==> config.mk <==
export PLATFORM = sky130hd
export DESIGN_NAME = out_fm_fifo_to_wmst_tile_flat
export DESIGN_NICKNAME = d
export VERILOG_FILES = /design/src/rtl/out_fm_fifo_to_wmst_tile_if.sv /design/src/rtl/out_fm_fifo_to_wmst_tile.sv /design/src/flat_wrapper.sv
export SDC_FILE = /design/constraint.sdc
export NUM_CORES = 1
export LEC_CHECK = 0
export ABC_AREA = 1
export CAP_MARGIN = 20
export CORE_AREA = 2 2 280 282
export CTS_CLUSTER_SIZE = 40
export DETAILED_ROUTE_END_ITERATION = 12
export DIE_AREA = 0 0 282 284
export GPL_TIMING_DRIVEN = 1
export PLACE_DENSITY_LB_ADDON = 0.08
export SLEW_MARGIN = 15
export SYNTH_ARGS = -nofsm -noshare
export SYNTH_HDL_FRONTEND = slang
export SYNTH_SLANG_ARGS = --single-unit
==> constraint.sdc <==
create_clock -name clk -period 3.55 [get_ports clk]
set_input_delay 0.71 -clock clk [delete_from_list [all_inputs] [get_ports clk]]
set_output_delay 0.71 -clock clk [all_outputs]
set_load 0.02 [all_outputs]
==> src/rtl/out_fm_fifo_to_wmst_tile_if.sv <==
// Bus bundle between the out-FM tile store adapter, the out-FM FIFO and the
// Avalon write master. The adapter takes the master modport.
interface out_fm_fifo_to_wmst_tile_if #(
    parameter int CW  = 16,
    parameter int DW  = 32,
    parameter int XAW = 32,
    parameter int XDW = 128
);
    // out-FM FIFO side
    logic           store_fifo_pop;
    logic [DW-1:0]  store_fifo_data;
    logic           store_fifo_empty;

    // write-master side
    logic           wmst_fixed_location;
    logic [XAW-1:0] wmst_write_base;
    logic [CW-1:0]  wmst_write_length;
    logic           wmst_go;
    logic           wmst_done;
    logic           wmst_user_write_buffer;
    logic [XDW-1:0] wmst_user_buffer_data;
    logic           wmst_user_buffer_full;

    modport master (
        output store_fifo_pop,
        input  store_fifo_data,
        input  store_fifo_empty,
        output wmst_fixed_location,
        output wmst_write_base,
        output wmst_write_length,
        output wmst_go,
        input  wmst_done,
        output wmst_user_write_buffer,
        output wmst_user_buffer_data,
        input  wmst_user_buffer_full
    );

    modport slave (
        input  store_fifo_pop,
        output store_fifo_data,
        output store_fifo_empty,
        input  wmst_fixed_location,
        input  wmst_write_base,
        input  wmst_write_length,
        input  wmst_go,
        output wmst_done,
        input  wmst_user_write_buffer,
        input  wmst_user_buffer_data,
        output wmst_user_buffer_full
    );
endinterface

==> src/rtl/out_fm_fifo_to_wmst_tile.sv <==
// Out-FM tile store adapter: drains one output tile from the out-FM FIFO,
// packs 32-bit words into XDW-bit beats and issues one write-master
// transaction per tile row (channel-major, then row).
module out_fm_fifo_to_wmst_tile #(
    parameter int AW   = 12,
    parameter int CW   = 16,
    parameter int DW   = 32,
    parameter int XAW  = 32,
    parameter int XDW  = 128,
    parameter int M    = 32,
    parameter int R    = 64,
    parameter int C    = 32,
    parameter int Tm   = 16,
    parameter int Tr   = 64,
    parameter int Tc   = 16,
    parameter int WCNT = XDW / DW
) (
    input  logic                          clk,
    input  logic                          rst,
    input  logic                          store_start,
    output logic                          store_done,
    input  logic [XAW-1:0]                store_base_addr,
    input  logic [CW-1:0]                 tile_base_m,
    input  logic [CW-1:0]                 tile_base_row,
    input  logic [CW-1:0]                 tile_base_col,
    out_fm_fifo_to_wmst_tile_if.master    bus
);
    localparam int BEATS = Tc / WCNT;
    localparam int IW    = (WCNT > 1) ? $clog2(WCNT) : 1;
    localparam int PW    = $clog2(WCNT + 1);

    localparam logic [XAW-1:0] ROW_STRIDE = XAW'(C * 4);
    localparam logic [XAW-1:0] CH_STRIDE  = XAW'(R * C * 4);
    localparam logic [CW-1:0]  ROW_BYTES  = CW'(Tc * 4);

    typedef enum logic [2:0] {
        S_IDLE, S_ADDR, S_GO, S_FILL, S_WAIT_DONE, S_NEXT, S_DONE
    } state_t;

    state_t                  state;
    logic [CW-1:0]           org_m, org_row, org_col;
    logic [CW-1:0]           rows_v, ch_v, r_cnt, c_cnt;
    logic [XAW-1:0]          row_addr, ch_addr;
    logic [AW-1:0]           row_pops, beat_cnt;
    logic [PW-1:0]           pack_cnt;
    logic                    pop_inflight, seen_busy, done_q;
    logic [CW-1:0]           length_q;
    logic [WCNT-1:0][DW-1:0] pack_data;

    // Clipped tile extent at the right/bottom edge of the feature map.
    logic [CW:0]    rows_left, ch_left;
    logic [CW-1:0]  rows_clip, ch_clip;
    logic [XAW-1:0] org_offset;
    logic [PW:0]    pending;
    logic           pop, push;

    assign rows_left  = (CW+1)'(R) - {1'b0, org_row};
    assign ch_left    = (CW+1)'(M) - {1'b0, org_m};
    assign rows_clip  = (rows_left < (CW+1)'(Tr)) ? rows_left[CW-1:0] : CW'(Tr);
    assign ch_clip    = (ch_left   < (CW+1)'(Tm)) ? ch_left[CW-1:0]   : CW'(Tm);
    assign org_offset = ((XAW'(org_m) * XAW'(R) + XAW'(org_row)) * XAW'(C)
                         + XAW'(org_col)) << 2;

    // Words already packed plus the one whose data arrives this cycle.
    assign pending = {1'b0, pack_cnt} + (PW+1)'(pop_inflight);
    assign pop  = (state == S_FILL) && !bus.store_fifo_empty
               && (row_pops < AW'(Tc)) && (pending < (PW+1)'(WCNT));
    assign push = (state == S_FILL) && (pack_cnt == PW'(WCNT))
               && !bus.wmst_user_buffer_full;

    assign bus.store_fifo_pop         = pop;
    assign bus.wmst_user_write_buffer = push;
    assign bus.wmst_user_buffer_data  = pack_data;
    assign bus.wmst_go                = (state == S_GO) && bus.wmst_done;
    assign bus.wmst_write_base        = row_addr;
    assign bus.wmst_write_length      = length_q;
    assign bus.wmst_fixed_location    = 1'b0;
    assign store_done                 = done_q;

    // Tile sequencer, FIFO drain and beat packing.
    // NOTE: every register here uses <=, so all reads within one edge see the
    // pre-edge values regardless of statement order.
    always_ff @(posedge clk) begin
        if (rst) begin
            state        <= S_IDLE;
            org_m        <= '0;
            org_row      <= '0;
            org_col      <= '0;
            rows_v       <= '0;
            ch_v         <= '0;
            r_cnt        <= '0;
            c_cnt        <= '0;
            row_addr     <= '0;
            ch_addr      <= '0;
            row_pops     <= '0;
            beat_cnt     <= '0;
            pack_cnt     <= '0;
            pop_inflight <= 1'b0;
            seen_busy    <= 1'b0;
            done_q       <= 1'b0;
            length_q     <= '0;
            // NOTE: the pack register drives the beat bus directly, so it is
            // cleared on reset to keep that output at zero.
            pack_data    <= '0;
        end else begin
            done_q       <= 1'b0;
            pop_inflight <= pop;
            if (pop) row_pops <= row_pops + AW'(1);
            if (pop_inflight) begin
                pack_data[pack_cnt[IW-1:0]] <= bus.store_fifo_data;
                pack_cnt                    <= pack_cnt + PW'(1);
            end

            case (state)
                S_IDLE: begin
                    if (store_start) begin
                        org_m   <= tile_base_m;
                        org_row <= tile_base_row;
                        org_col <= tile_base_col;
                        state   <= S_ADDR;
                    end
                end
                S_ADDR: begin
                    row_addr <= store_base_addr + org_offset;
                    ch_addr  <= store_base_addr + org_offset;
                    rows_v   <= rows_clip;
                    ch_v     <= ch_clip;
                    r_cnt    <= '0;
                    c_cnt    <= '0;
                    length_q <= ROW_BYTES;
                    state    <= S_GO;
                end
                S_GO: begin
                    if (bus.wmst_done) begin
                        seen_busy <= 1'b0;
                        row_pops  <= '0;
                        beat_cnt  <= '0;
                        pack_cnt  <= '0;
                        state     <= S_FILL;
                    end
                end
                S_FILL: begin
                    if (!bus.wmst_done) seen_busy <= 1'b1;
                    if (push) begin
                        pack_cnt <= '0;
                        beat_cnt <= beat_cnt + AW'(1);
                        if (beat_cnt == AW'(BEATS - 1)) state <= S_WAIT_DONE;
                    end
                end
                S_WAIT_DONE: begin
                    if (!bus.wmst_done) seen_busy <= 1'b1;
                    else if (seen_busy) state <= S_NEXT;
                end
                S_NEXT: begin
                    if (r_cnt + CW'(1) < rows_v) begin
                        r_cnt    <= r_cnt + CW'(1);
                        row_addr <= row_addr + ROW_STRIDE;
                        state    <= S_GO;
                    end else if (c_cnt + CW'(1) < ch_v) begin
                        c_cnt    <= c_cnt + CW'(1);
                        r_cnt    <= '0;
                        ch_addr  <= ch_addr + CH_STRIDE;
                        row_addr <= ch_addr + CH_STRIDE;
                        state    <= S_GO;
                    end else begin
                        done_q <= 1'b1;
                        state  <= S_DONE;
                    end
                end
                S_DONE: state <= S_IDLE;
                default: state <= S_IDLE;
            endcase
        end
    end
endmodule

==> src/flat_wrapper.sv <==
// flat-port wrapper written by rule: the top's interface ports become plain ports
module out_fm_fifo_to_wmst_tile_flat 
#(
    parameter int AW   = 12,
    parameter int CW   = 16,
    parameter int DW   = 32,
    parameter int XAW  = 32,
    parameter int XDW  = 128,
    parameter int M    = 32,
    parameter int R    = 64,
    parameter int C    = 32,
    parameter int Tm   = 16,
    parameter int Tr   = 64,
    parameter int Tc   = 16,
    parameter int WCNT = XDW / DW
)
  (clk, rst, store_start, store_done, store_base_addr, tile_base_m, tile_base_row, tile_base_col, bus_store_fifo_pop, bus_store_fifo_data, bus_store_fifo_empty, bus_wmst_fixed_location, bus_wmst_write_base, bus_wmst_write_length, bus_wmst_go, bus_wmst_done, bus_wmst_user_write_buffer, bus_wmst_user_buffer_data, bus_wmst_user_buffer_full);
  out_fm_fifo_to_wmst_tile_if #(.CW(CW), .DW(DW), .XAW(XAW), .XDW(XDW)) bus_i ();
  input  logic clk;
  input  logic rst;
  input  logic store_start;
  output logic store_done;
  input  logic [XAW-1:0] store_base_addr;
  input  logic [CW-1:0] tile_base_m;
  input  logic [CW-1:0] tile_base_row;
  input  logic [CW-1:0] tile_base_col;
  output wire logic [$bits(bus_i.store_fifo_pop)-1:0] bus_store_fifo_pop;
  input wire logic [$bits(bus_i.store_fifo_data)-1:0] bus_store_fifo_data;
  input wire logic [$bits(bus_i.store_fifo_empty)-1:0] bus_store_fifo_empty;
  output wire logic [$bits(bus_i.wmst_fixed_location)-1:0] bus_wmst_fixed_location;
  output wire logic [$bits(bus_i.wmst_write_base)-1:0] bus_wmst_write_base;
  output wire logic [$bits(bus_i.wmst_write_length)-1:0] bus_wmst_write_length;
  output wire logic [$bits(bus_i.wmst_go)-1:0] bus_wmst_go;
  input wire logic [$bits(bus_i.wmst_done)-1:0] bus_wmst_done;
  output wire logic [$bits(bus_i.wmst_user_write_buffer)-1:0] bus_wmst_user_write_buffer;
  output wire logic [$bits(bus_i.wmst_user_buffer_data)-1:0] bus_wmst_user_buffer_data;
  input wire logic [$bits(bus_i.wmst_user_buffer_full)-1:0] bus_wmst_user_buffer_full;
  assign bus_store_fifo_pop = bus_i.store_fifo_pop;
  assign bus_i.store_fifo_data = bus_store_fifo_data;
  assign bus_i.store_fifo_empty = bus_store_fifo_empty;
  assign bus_wmst_fixed_location = bus_i.wmst_fixed_location;
  assign bus_wmst_write_base = bus_i.wmst_write_base;
  assign bus_wmst_write_length = bus_i.wmst_write_length;
  assign bus_wmst_go = bus_i.wmst_go;
  assign bus_i.wmst_done = bus_wmst_done;
  assign bus_wmst_user_write_buffer = bus_i.wmst_user_write_buffer;
  assign bus_wmst_user_buffer_data = bus_i.wmst_user_buffer_data;
  assign bus_i.wmst_user_buffer_full = bus_wmst_user_buffer_full;
  out_fm_fifo_to_wmst_tile #(.AW(AW), .CW(CW), .DW(DW), .XAW(XAW), .XDW(XDW), .M(M), .R(R), .C(C), .Tm(Tm), .Tr(Tr), .Tc(Tc), .WCNT(WCNT)) u_core (.clk(clk), .rst(rst), .store_start(store_start), .store_done(store_done), .store_base_addr(store_base_addr), .tile_base_m(tile_base_m), .tile_base_row(tile_base_row), .tile_base_col(tile_base_col), .bus(bus_i));
endmodule
==> run metrics, run 1 <==
Setup crit start kind register; Final #Nets 3535; Syn. warnings 0; final setup fails 28; share of power burned in registers 0.235; Setup Skew 0.0283 ns; Via Count 19400; placed inst area 0.0243 sq mm; Die H 284 microns; Period minus WS final 3.87 ns; PwrDens 791 mW/mm^2; core area 0.0770 sq mm; Gate Count Post-Synth 2895; DR vias/cell 4.42; slew margin rel. 0.445; Worst-Skew Late Latency 0.59 ns; Initial Util 0.249; xor/xnor cell area share of the yosys netlist 0.0383; Worst Tran Pin Value 0.832 ns; CTS Hold Bufs 0; initial antenna violation count 1; critical path's slowest cell ha_1; Comb pwr share 0.553; commonest non-fill, non-tap cell in the layout nand2_1; Area growth, synth to finish 40.7%; leakage 0.0115 uW; vias in the first global route 18900; leading cell types in the layout, fill and taps excluded 595 x nand2_1, 448 x nor2_1, 332 x dfxtp_1; data required time of the critical path 4.06 ns; DRT iter0 DRCs 897; main combinational cell family by area after synthesis simple AND/OR/NAND/NOR gates; CTS tree yes; Final period util 1.09; final instance area 0.0269 sq mm; Longest Clk Path Bufs 3; Crit path max-delay family simple AND/OR/NAND/NOR gates; Sink Count 338; CP Max Fanout 4; Netlist cell types 54; DRC 0; unrepaired setup endpoints after global routing yes; largest net degree at the start of global routing 137; Synth Area in Adders 0.0653; register bit count reported by yosys 338; total global-route track usage 0.174; crit path kind reg2reg; Hold Violations, Final 0; # Max-Cap Violations 0; highest clock rate 0.258 GHz; failing checks setup timing; critical path capture point type register; worst path buffer plus inverter count 2; total power 21300 uW; simple-gate area share of the yosys netlist 0.310; syn avg cell area 6.61 sq um; number of buffer cells added on primary ports 282; top-area cell type share of the netlist area 0.354; hpwl dp 54000 microns; CP max stage delay 0.38 ns; GP Congestion 0.894; Final Max Slew Viols 0; routed len/inst 16.2 microns; # IOs 299; floorplan row count 102; layout cell share with drive strength beyond 1 0.152; grt total ovfl 0; status finished, violations left; synth top area cells dfxtp_1 35%, nand2_1 12%, nor2_1 9.4%; asr flop ratio synth 0; setup TNS -6.15 ns; post-synthesis compound-gate area fraction 0.133; register area share after synthesis 0.354; Hold WS 0.433 ns; Synth area leader dfxtp_1; clock network power share 0.212; Setup WS post-layout -0.324 ns; Pre-antenna DRT Iters 5; ys flop type dfxtp_1; die area 0.0801 sq mm; switching power total 9310 uW; post-route antenna net violation count 0; Netlist Area Pre-Place 0.0191 sq mm; Power Internal 12000 uW; Root Buffer clkbuf_16; Worst Hold Class reg2reg; number of CTS-inserted buffers 45; Chip Width 282 microns; peak supply drop 0.000456 V; Fill cells 8247; Post-synth EDFFs 0; mux cell area share after synthesis 0.000523; H-tree levels 2; Worst Path Arrival 4.38 ns; DRT Wirelength 71300 microns; Reg clk slew, reported paths 0.06 ns; switching part of the total power 0.437; first-pass GRT wire length 110000 microns; Layout Utilization 0.350
flip-flops by register name, indices dropped and copies added, names as in the netlist, 16 cells and up:
name                              count
u_core.bus.wmst_user_buffer_data    128
u_core.bus.wmst_write_base           32
u_core.ch_addr                       32
u_core.c_cnt                         16
u_core.ch_v                          16
u_core.org_col                       16
u_core.org_m                         16
u_core.org_row                       16
u_core.r_cnt                         16
u_core.rows_v                        16
power by group through the flow:
stage | sequential, uW | combinational (uW) | clock (uW)
2_1_floorplan | 5040 | 5380 | 0
3_3_place_gp | 5070 | 10000 | 0
3_5_place_dp | 5070 | 9980 | 0
4_1_cts | 5000 | 10900 | 4700
5_1_grt | 5070 | 12900 | 4820
6_report | 5000 | 11800 | 4520
cell usage after synthesis, types with 2 or more instances:
master,n
a21boi_0,2
a21o_1,4
a21oi_1,207
a21oi_4,2
buf_1,6
buf_2,18
buf_4,24
buf_6,2
clkbuf_1,70
clkinv_1,2
dfxtp_1,338
fa_1,3
ha_1,95
inv_1,345
inv_2,6
nand2_1,633
nand2_2,10
nand2_4,4
nand3_1,164
nand3_4,3
nand3b_1,7
nand4_1,32
nor2_1,480
nor2_2,4
nor2_4,4
nor3_1,43
nor3_2,4
nor4_1,7
o211ai_1,2
o21a_1,5
o21ai_0,256
o21ai_1,5
o21bai_1,3
or2_2,6
xnor2_1,10
xor2_1,70
xor2_2,2
worst paths after layout:
path / startpoint / cells after the start / to / slack (ns)
worst max-delay path: u_core.org_row[6]$_SDFFE_PP0P_ / 28 / u_core.ch_addr[31]$_SDFFE_PP0P_ / -0.32
worst min-delay path: u_core.row_pops[11]$_SDFF_PP0_ / 2 / u_core.row_pops[11]$_SDFF_PP0_ / 0.43
worst max register to register: u_core.org_row[6]$_SDFFE_PP0P_ / 28 / u_core.ch_addr[31]$_SDFFE_PP0P_ / -0.32
worst min register to register: u_core.row_pops[11]$_SDFF_PP0_ / 2 / u_core.row_pops[11]$_SDFF_PP0_ / 0.43
final cells by class:
class	instances	area [sq um]	area share
antenna	1	2.50	0.0000929
inverter	353	1330	0.0494
clock inverter	14	179	0.00664
sequential	338	6780	0.252
tap	1040	1300	0.0483
clock buffer	65	1280	0.0476
multi-input combinational	2100	11500	0.429
timing repair buffer	481	4520	0.168
tightest hold or removal path, stage by stage, from the launching register on:
cell	delay [ns]
dfxtp_1	0.31
inv_1	0.05
nor2_1	0.04
repair_timing:
item                       CTS  global route
setup buffers               14            21
cloned                       0             1
resized for setup          109           113
setup endpoints to repair   34            86
pin swaps                   62            48
routing by layer:
metal | up-vias | part of all wire | track usage | wire length (microns)
met5 | - | 0 | 0 | 0
met4 | 0 | 0.020 | 0.0394 | 1450
met3 | 90 | 0.040 | 0.0238 | 2880
met2 | 389 | 0.47 | 0.294 | 33500
met1 | 8891 | 0.47 | 0.231 | 33500
li1 | 10100 | - | - | -
cells by family (layout without fill, tap and decap cells):
kind of cell,count (synthesis),in the layout
buf+inv,473,913
xor+xnor,82,82
mux,1,1
simple gates,1410,1410
flops,338,338
fa+ha+maj,98,98
other cells,1,18
compound gates,492,492
metrics by stage:
| stage | worst slack [ns] | std cells |
|---|---|---|
| floorplan | -0.132 | 2911 |
| global placement | -0.580 | 4278 |
| detailed placement | -0.596 | 4278 |
| CTS | -0.323 | 4371 |
| global route | -0.593 | 4392 |
| finish | -0.324 | 4392 |
Power figures use the tool's default switching activity.
==> run 2, diff against run 1 <==
--- a/config.mk
+++ b/config.mk
@@ -12,7 +12,7 @@
 export DETAILED_ROUTE_END_ITERATION = 12
 export DIE_AREA = 0 0 282 284
 export GPL_TIMING_DRIVEN = 1
-export PLACE_DENSITY_LB_ADDON = 0.08
+export PLACE_DENSITY = 0.45
 export SLEW_MARGIN = 15
 export SYNTH_ARGS = -nofsm -noshare
 export SYNTH_HDL_FRONTEND = slang
==> run 2 against run 1 <==
Against the previous run:
- the run still ends with setup timing left
- final cell count decreased by 0.43%
- global-route usage decreased by 0.93 points
- count of clock-buffer cells in the layout down 5
- critical path type unchanged
==> run metrics, run 2 (synthesized netlist as in run 1, its figures left out) <==
H-tree levels 2 (unchanged); # Max-Cap Violations 0 (unchanged); Longest Clk Path Bufs 3 (unchanged); Worst Hold Class reg2reg; Chip Width 282 microns (unchanged); slew margin rel. 0.449 (+0.00345); CP max stage delay 0.35 ns (-0.03 ns); Final period util 1.13 (+0.0353); leakage 0.0114 uW (-0.55%); Die H 284 microns (unchanged); Hold Violations, Final 0 (unchanged); Fill cells 8386 (+1.7%); first-pass GRT wire length 104000 microns (-4.9%); post-route antenna net violation count 0 (unchanged); PwrDens 775 mW/mm^2 (-2.0%); DRT Wirelength 67000 microns (-5.9%); Final #Nets 3514 (-0.59%); die area 0.0801 sq mm (unchanged); leading cell types in the layout, fill and taps excluded 593 x nand2_1, 449 x nor2_1, 331 x dfxtp_1; Setup Skew 0.0350 ns (+0.00669 ns); Worst Path Arrival 4.47 ns (+0.09 ns); pre-CTS setup slack -0.578 ns (+0.0179 ns); Setup WS post-layout -0.449 ns (-0.125 ns); final instance area 0.0269 sq mm (-0.20%); RR Startpoint u_core.org_m[0]$_SDFFE_PP0P_; highest clock rate 0.250 GHz (-3.1%); grt total ovfl 0 (unchanged); number of buffer cells added on primary ports 282 (unchanged); min-delay src u_core.row_pops[7]$_SDFF_PP0_; vias in the first global route 18500 (-2.2%); GP Congestion 0.849 (-5.1%); number of CTS-inserted buffers 43 (-4.4%); critical path depth 29 (+3.6%); Period minus WS final 4.00 ns (+0.125 ns); worst reg2reg path depth 29 (+3.6%); routed len/inst 15.3 microns (-5.5%); antenna diode count 0 (-1); Pre-antenna DRT Iters 6 (+1); worst path buffer plus inverter count 4 (+2); core area 0.0770 sq mm (unchanged); Worst Tran Pin Value 0.827 ns (-0.00518 ns); floorplan row count 102 (unchanged); # IOs 299 (unchanged); Root Buffer clkbuf_16; Area growth, synth to finish 40.5%; layout cell share with drive strength beyond 1 0.151 (-0.00158); Setup crit start kind register; failing checks setup timing; Crit path max-delay family simple AND/OR/NAND/NOR gates; Via Count 19100 (-1.7%); FF/Latch Area 0.00678 sq mm (about the same); critical path's slowest cell dfxtp_2; CP Max Fanout 3 (-1); Hold WS 0.429 ns (-0.00399 ns); CTS tree yes; DR vias/cell 4.37 (-1.3%); Layout Utilization 0.349 (-0.000699); crit path kind reg2reg; DRT iter0 DRCs 927 (+3.3%); commonest non-fill, non-tap cell in the layout nand2_1; hpwl dp 50100 microns (-7.3%); status finished, violations left; crit path from u_core.org_m[0]$_SDFFE_PP0P_; total power 20800 uW (-2.2%); data required time of the critical path 4.02 ns (-0.04 ns); Reg clk slew, reported paths 0.06 ns (about the same); final setup fails 30 (+7.1%); Hold Crit Depth 2 (unchanged); largest net degree at the start of global routing 105 (-23%); critical path capture point type register; Sink Count 338 (unchanged); Final Max Slew Viols 0 (unchanged); total global-route track usage 0.164 (-0.00931); Multi-input gate area 0.0116 sq mm (+0.41%); placed inst area 0.0242 sq mm (-0.33%); initial antenna violation count 0 (-1); DRC 0 (unchanged); Worst-Skew Late Latency 0.60 ns (about the same); peak supply drop 0.000334 V (-27%); Initial Util 0.249 (unchanged); unrepaired setup endpoints after global routing yes; Largest register FFs 128 (unchanged)
run 2: cell types whose count changed in the layout (fill, tap and decap cells not counted), sizes merged:
cell,previous run,this run
clkbuf,66,60
inv,351,353
diode,1,0
buf,199,181
clkinvlp,3,2
clkinv,11,12
bufinv,2,6
run 2: final cells by class:
cell class / instances / area share
inverters: 353 / 0.0497
multi-input cells: 2100 / 0.431
flip-flops and latches: 338 / 0.252
repair buffers: 462 / 0.161
well taps: 1040 / 0.0484
clock inverters: 20 / 0.0115
clock buffers: 60 / 0.0461
run 2: power breakdown:
group	internal [uW]	switching, uW
Sequential	4380	547
Clock	2900	1900
Combinational	4590	6500
Total	11900	8950
run 2: timing repair:
item | 4_1_cts | 5_1_grt
hold buffers | 0 | 0
resized for setup | 106 | 123
endpoints found under the setup margin | 34 | 82
pin swaps | 63 | 65
buffers inserted | 13 | 11
run 2: final timing paths:
check / to / slack, ns
worst max-delay path: u_core.bus.wmst_write_base[29]$_SDFFE_PP0P_ / -0.45
worst min-delay path: u_core.row_pops[7]$_SDFF_PP0_ / 0.43
worst max register to register: u_core.bus.wmst_write_base[29]$_SDFFE_PP0P_ / -0.45
worst min register to register: u_core.row_pops[7]$_SDFF_PP0_ / 0.43
run 2: per-layer routing:
layer / GRT usage / up-vias / routed length [microns]
li1: - / 10000 / -
met1: 0.216 / 8576 / 31100
met2: 0.274 / 394 / 30700
met3: 0.0257 / 95 / 3110
met4: 0.0503 / 0 / 2060
met5: 0 / - / 0
run 2: per-stage QoR:
step	std cells	TNS, ns
finish	4373	-7.36
global route	4373	-15.03
CTS	4362	-8.59
detailed placement	4269	-13.61
global placement	4269	-11.18
floorplan	2911	-0.693
run 2: tightest hold or removal path, cell delays in order (launching register included):
cell	delay, ns
dfxtp_1	0.31
inv_1	0.05
nor2_1	0.03
==> run 3, diff against run 2 <==
--- a/config.mk
+++ b/config.mk
@@ -6,13 +6,12 @@
 export NUM_CORES = 1
 export LEC_CHECK = 0
 export ABC_AREA = 1
-export CAP_MARGIN = 20
 export CORE_AREA = 2 2 280 282
 export CTS_CLUSTER_SIZE = 40
 export DETAILED_ROUTE_END_ITERATION = 12
 export DIE_AREA = 0 0 282 284
 export GPL_TIMING_DRIVEN = 1
-export PLACE_DENSITY = 0.45
+export PLACE_DENSITY = 0.43
 export SLEW_MARGIN = 15
 export SYNTH_ARGS = -nofsm -noshare
 export SYNTH_HDL_FRONTEND = slang
==> constraint.sdc (replaced) <==
create_clock -name clk -period 3.77 [get_ports clk]
set_input_delay 0.754 -clock clk [delete_from_list [all_inputs] [get_ports clk]]
set_output_delay 0.754 -clock clk [all_outputs]
set_load 0.02 [all_outputs]
==> run 3 against run 2 <==
Against the previous run:
- the run still ends with setup timing left
- combinational power fell by 8%
- worst setup slack improved by 0.32 ns
- sequential share of layout area rose by 0.51 points
- count of clock-buffer cells in the layout rose by 6
- global-route usage fell by 0.21 points
- critical path depth fell by 1
- final cell count fell by 0.85%
- non-clock buffer count fell by 37
- total power fell by 8.6%
- worst hold slack got worse by 0.0040 ns
- largest cell class unchanged
- largest power group unchanged
==> run metrics, run 3 (synthesized netlist as in run 1, its figures left out) <==
Reg clk slew, reported paths 0.06 ns (about the same); total global-route track usage 0.162 (-0.00208); Area growth, synth to finish 37.7%; Worst Path Arrival 4.38 ns (-0.09 ns); layout cell share with drive strength beyond 1 0.132 (-0.0186); post-route antenna net violation count 0 (unchanged); number of CTS-inserted buffers 43 (unchanged); critical path capture point type register; worst reg2reg path depth 28 (-3.4%); Die H 284 microns (unchanged); CTS Hold Bufs 0 (unchanged); floorplan row count 102 (unchanged); crit path kind reg2reg; Fill cells 8421 (+0.42%); commonest non-fill, non-tap cell in the layout nand2_1; DRT iter0 DRCs 868 (-6.4%); CP max stage delay 0.35 ns (about the same); data required time of the critical path 4.25 ns (+0.23 ns); H-tree levels 2 (unchanged); final setup fails 23 (-23%); Initial Util 0.249 (unchanged); final instance area 0.0263 sq mm (-2.0%); Worst Hold Class reg2reg; # IOs 299 (unchanged); Setup crit start kind register; Setup Skew 0.0348 ns (-0.000185 ns); die area 0.0801 sq mm (unchanged); Final Max Slew Viols 0 (unchanged); Largest register FFs 128 (unchanged); leakage 0.0112 uW (-2.2%); status finished, violations left; DRC 0 (unchanged); vias in the first global route 18200 (-1.6%); Pre-antenna DRT Iters 5 (-1); Via Count 18800 (-1.3%); GP Congestion 0.846 (-0.35%); highest clock rate 0.256 GHz (+2.5%); leading cell types in the layout, fill and taps excluded 591 x nand2_1, 454 x nor2_1, 335 x inv_1; Final period util 1.03 (-0.0918); CTS tree yes; Period minus WS final 3.90 ns (-0.0984 ns); Setup WS post-layout -0.131 ns (+0.318 ns); grt total ovfl 0 (unchanged); peak supply drop 0.000373 V (+12%); hpwl dp 49900 microns (-0.39%); Hold WS 0.425 ns (-0.00400 ns); unrepaired setup endpoints after global routing yes; Sink Count 338 (unchanged); Root Buffer clkbuf_16; number of buffer cells added on primary ports 282 (unchanged); failing checks setup timing; worst path buffer plus inverter count 3 (-1); Worst Tran Pin Value 0.796 ns (-0.0313 ns); DR vias/cell 4.35 (-0.46%); Hold Crit Depth 2 (unchanged); CP Max Fanout 3 (unchanged); placed inst area 0.0238 sq mm (-1.7%); largest net degree at the start of global routing 104 (-0.95%); Crit path max-delay family simple AND/OR/NAND/NOR gates; core area 0.0770 sq mm (unchanged); slew margin rel. 0.469 (+0.0201); Chip Width 282 microns (unchanged); critical path's slowest cell dfxtp_2; PwrDens 723 mW/mm^2 (-6.7%); DRT Wirelength 66700 microns (-0.55%); first-pass GRT wire length 103000 microns (-1.0%); CP most frequent cell nand3_2; Longest Clk Path Bufs 3 (unchanged); Hold Violations, Final 0 (unchanged); # Max-Cap Violations 0 (unchanged); Post-Place Cells 4230 (-0.91%); routed len/inst 15.4 microns (+0.29%); Worst-Skew Late Latency 0.60 ns (about the same); Finished Layout Cells 4336 (-0.85%); critical path depth 28 (-3.4%); Final #Nets 3478 (-1.0%); initial antenna violation count 3 (+3)
-- run 3: cell types whose count changed in the layout (fill, tap and decap cells not counted), moves of 6 or more --
cell / previous run / this run
inv_1: 329 / 335
clkbuf_1: 7 / 14
buf_4: 164 / 125
ha_1: 71 / 77
nor2_2: 21 / 14
nand3_2: 18 / 25
-- run 3: worst min-delay path: cells and delay by family, from the launching register on --
family / cells / cell delay (ns)
flops: 1 / 0.31
buf+inv: 1 / 0.04
simple gates: 1 / 0.03
-- run 3: worst paths after layout --
kind / from / to / slack, ns
worst max register to register: u_core.org_m[0]$_SDFFE_PP0P_ / u_core.bus.wmst_write_base[29]$_SDFFE_PP0P_ / -0.13
worst max-delay path: u_core.org_m[0]$_SDFFE_PP0P_ / u_core.bus.wmst_write_base[29]$_SDFFE_PP0P_ / -0.13
worst min register to register: u_core.row_pops[11]$_SDFF_PP0_ / u_core.row_pops[11]$_SDFF_PP0_ / 0.42
worst min-delay path: u_core.row_pops[11]$_SDFF_PP0_ / u_core.row_pops[11]$_SDFF_PP0_ / 0.42
-- run 3: layout make-up --
type	instances	area (sq um)	share of cell area
Inverter	353	1330	0.0506
Clock inverter	11	175	0.00665
Antenna cell	2	5.00	0.000190
Timing Repair Buffer	425	4030	0.153
Clock buffer	66	1250	0.0476
Multi-Input combinational cell	2101	11500	0.435
Sequential cell	338	6770	0.257
Tap cell	1040	1300	0.0494
-- run 3: what timing repair did --
| action | in CTS | in global routing |
|---|---|---|
| buffers inserted | 9 | 17 |
| pin swaps | 61 | 47 |
| cloned | 0 | 1 |
| gates resized for setup | 102 | 126 |
| setup endpoints to repair | 28 | 84 |
-- run 3: report_power, final --
part           total [uW]  internal [uW]  switching (uW)
registers            4650           4130             527
clock network        4170           2450            1730
logic               10200           4100            6110
total               19000          10700            8370
-- run 3: layer usage --
| metal | wire [microns] | vias to the layer above | global-route usage |
|---|---|---|---|
| li1 | - | 9925 | - |
| met1 | 31600 | 8498 | 0.217 |
| met2 | 30500 | 325 | 0.267 |
| met3 | 2580 | 93 | 0.0256 |
| met4 | 1970 | 2 | 0.0483 |
| met5 | 13 | - | 0 |
-- run 3: per-stage QoR --
step	TNS [ns]	total power [uW]	utilization	worst slack, ns
after global routing	-8.44	20500	0.342	-0.395
final	-1.52	19000	0.342	-0.131
after detailed placement	-7.37	13500	0.309	-0.387
after global placement	-5.98	13500	0.309	-0.304
after CTS	-1.37	18200	0.333	-0.109
after floorplan	0	9750	-	0.0103
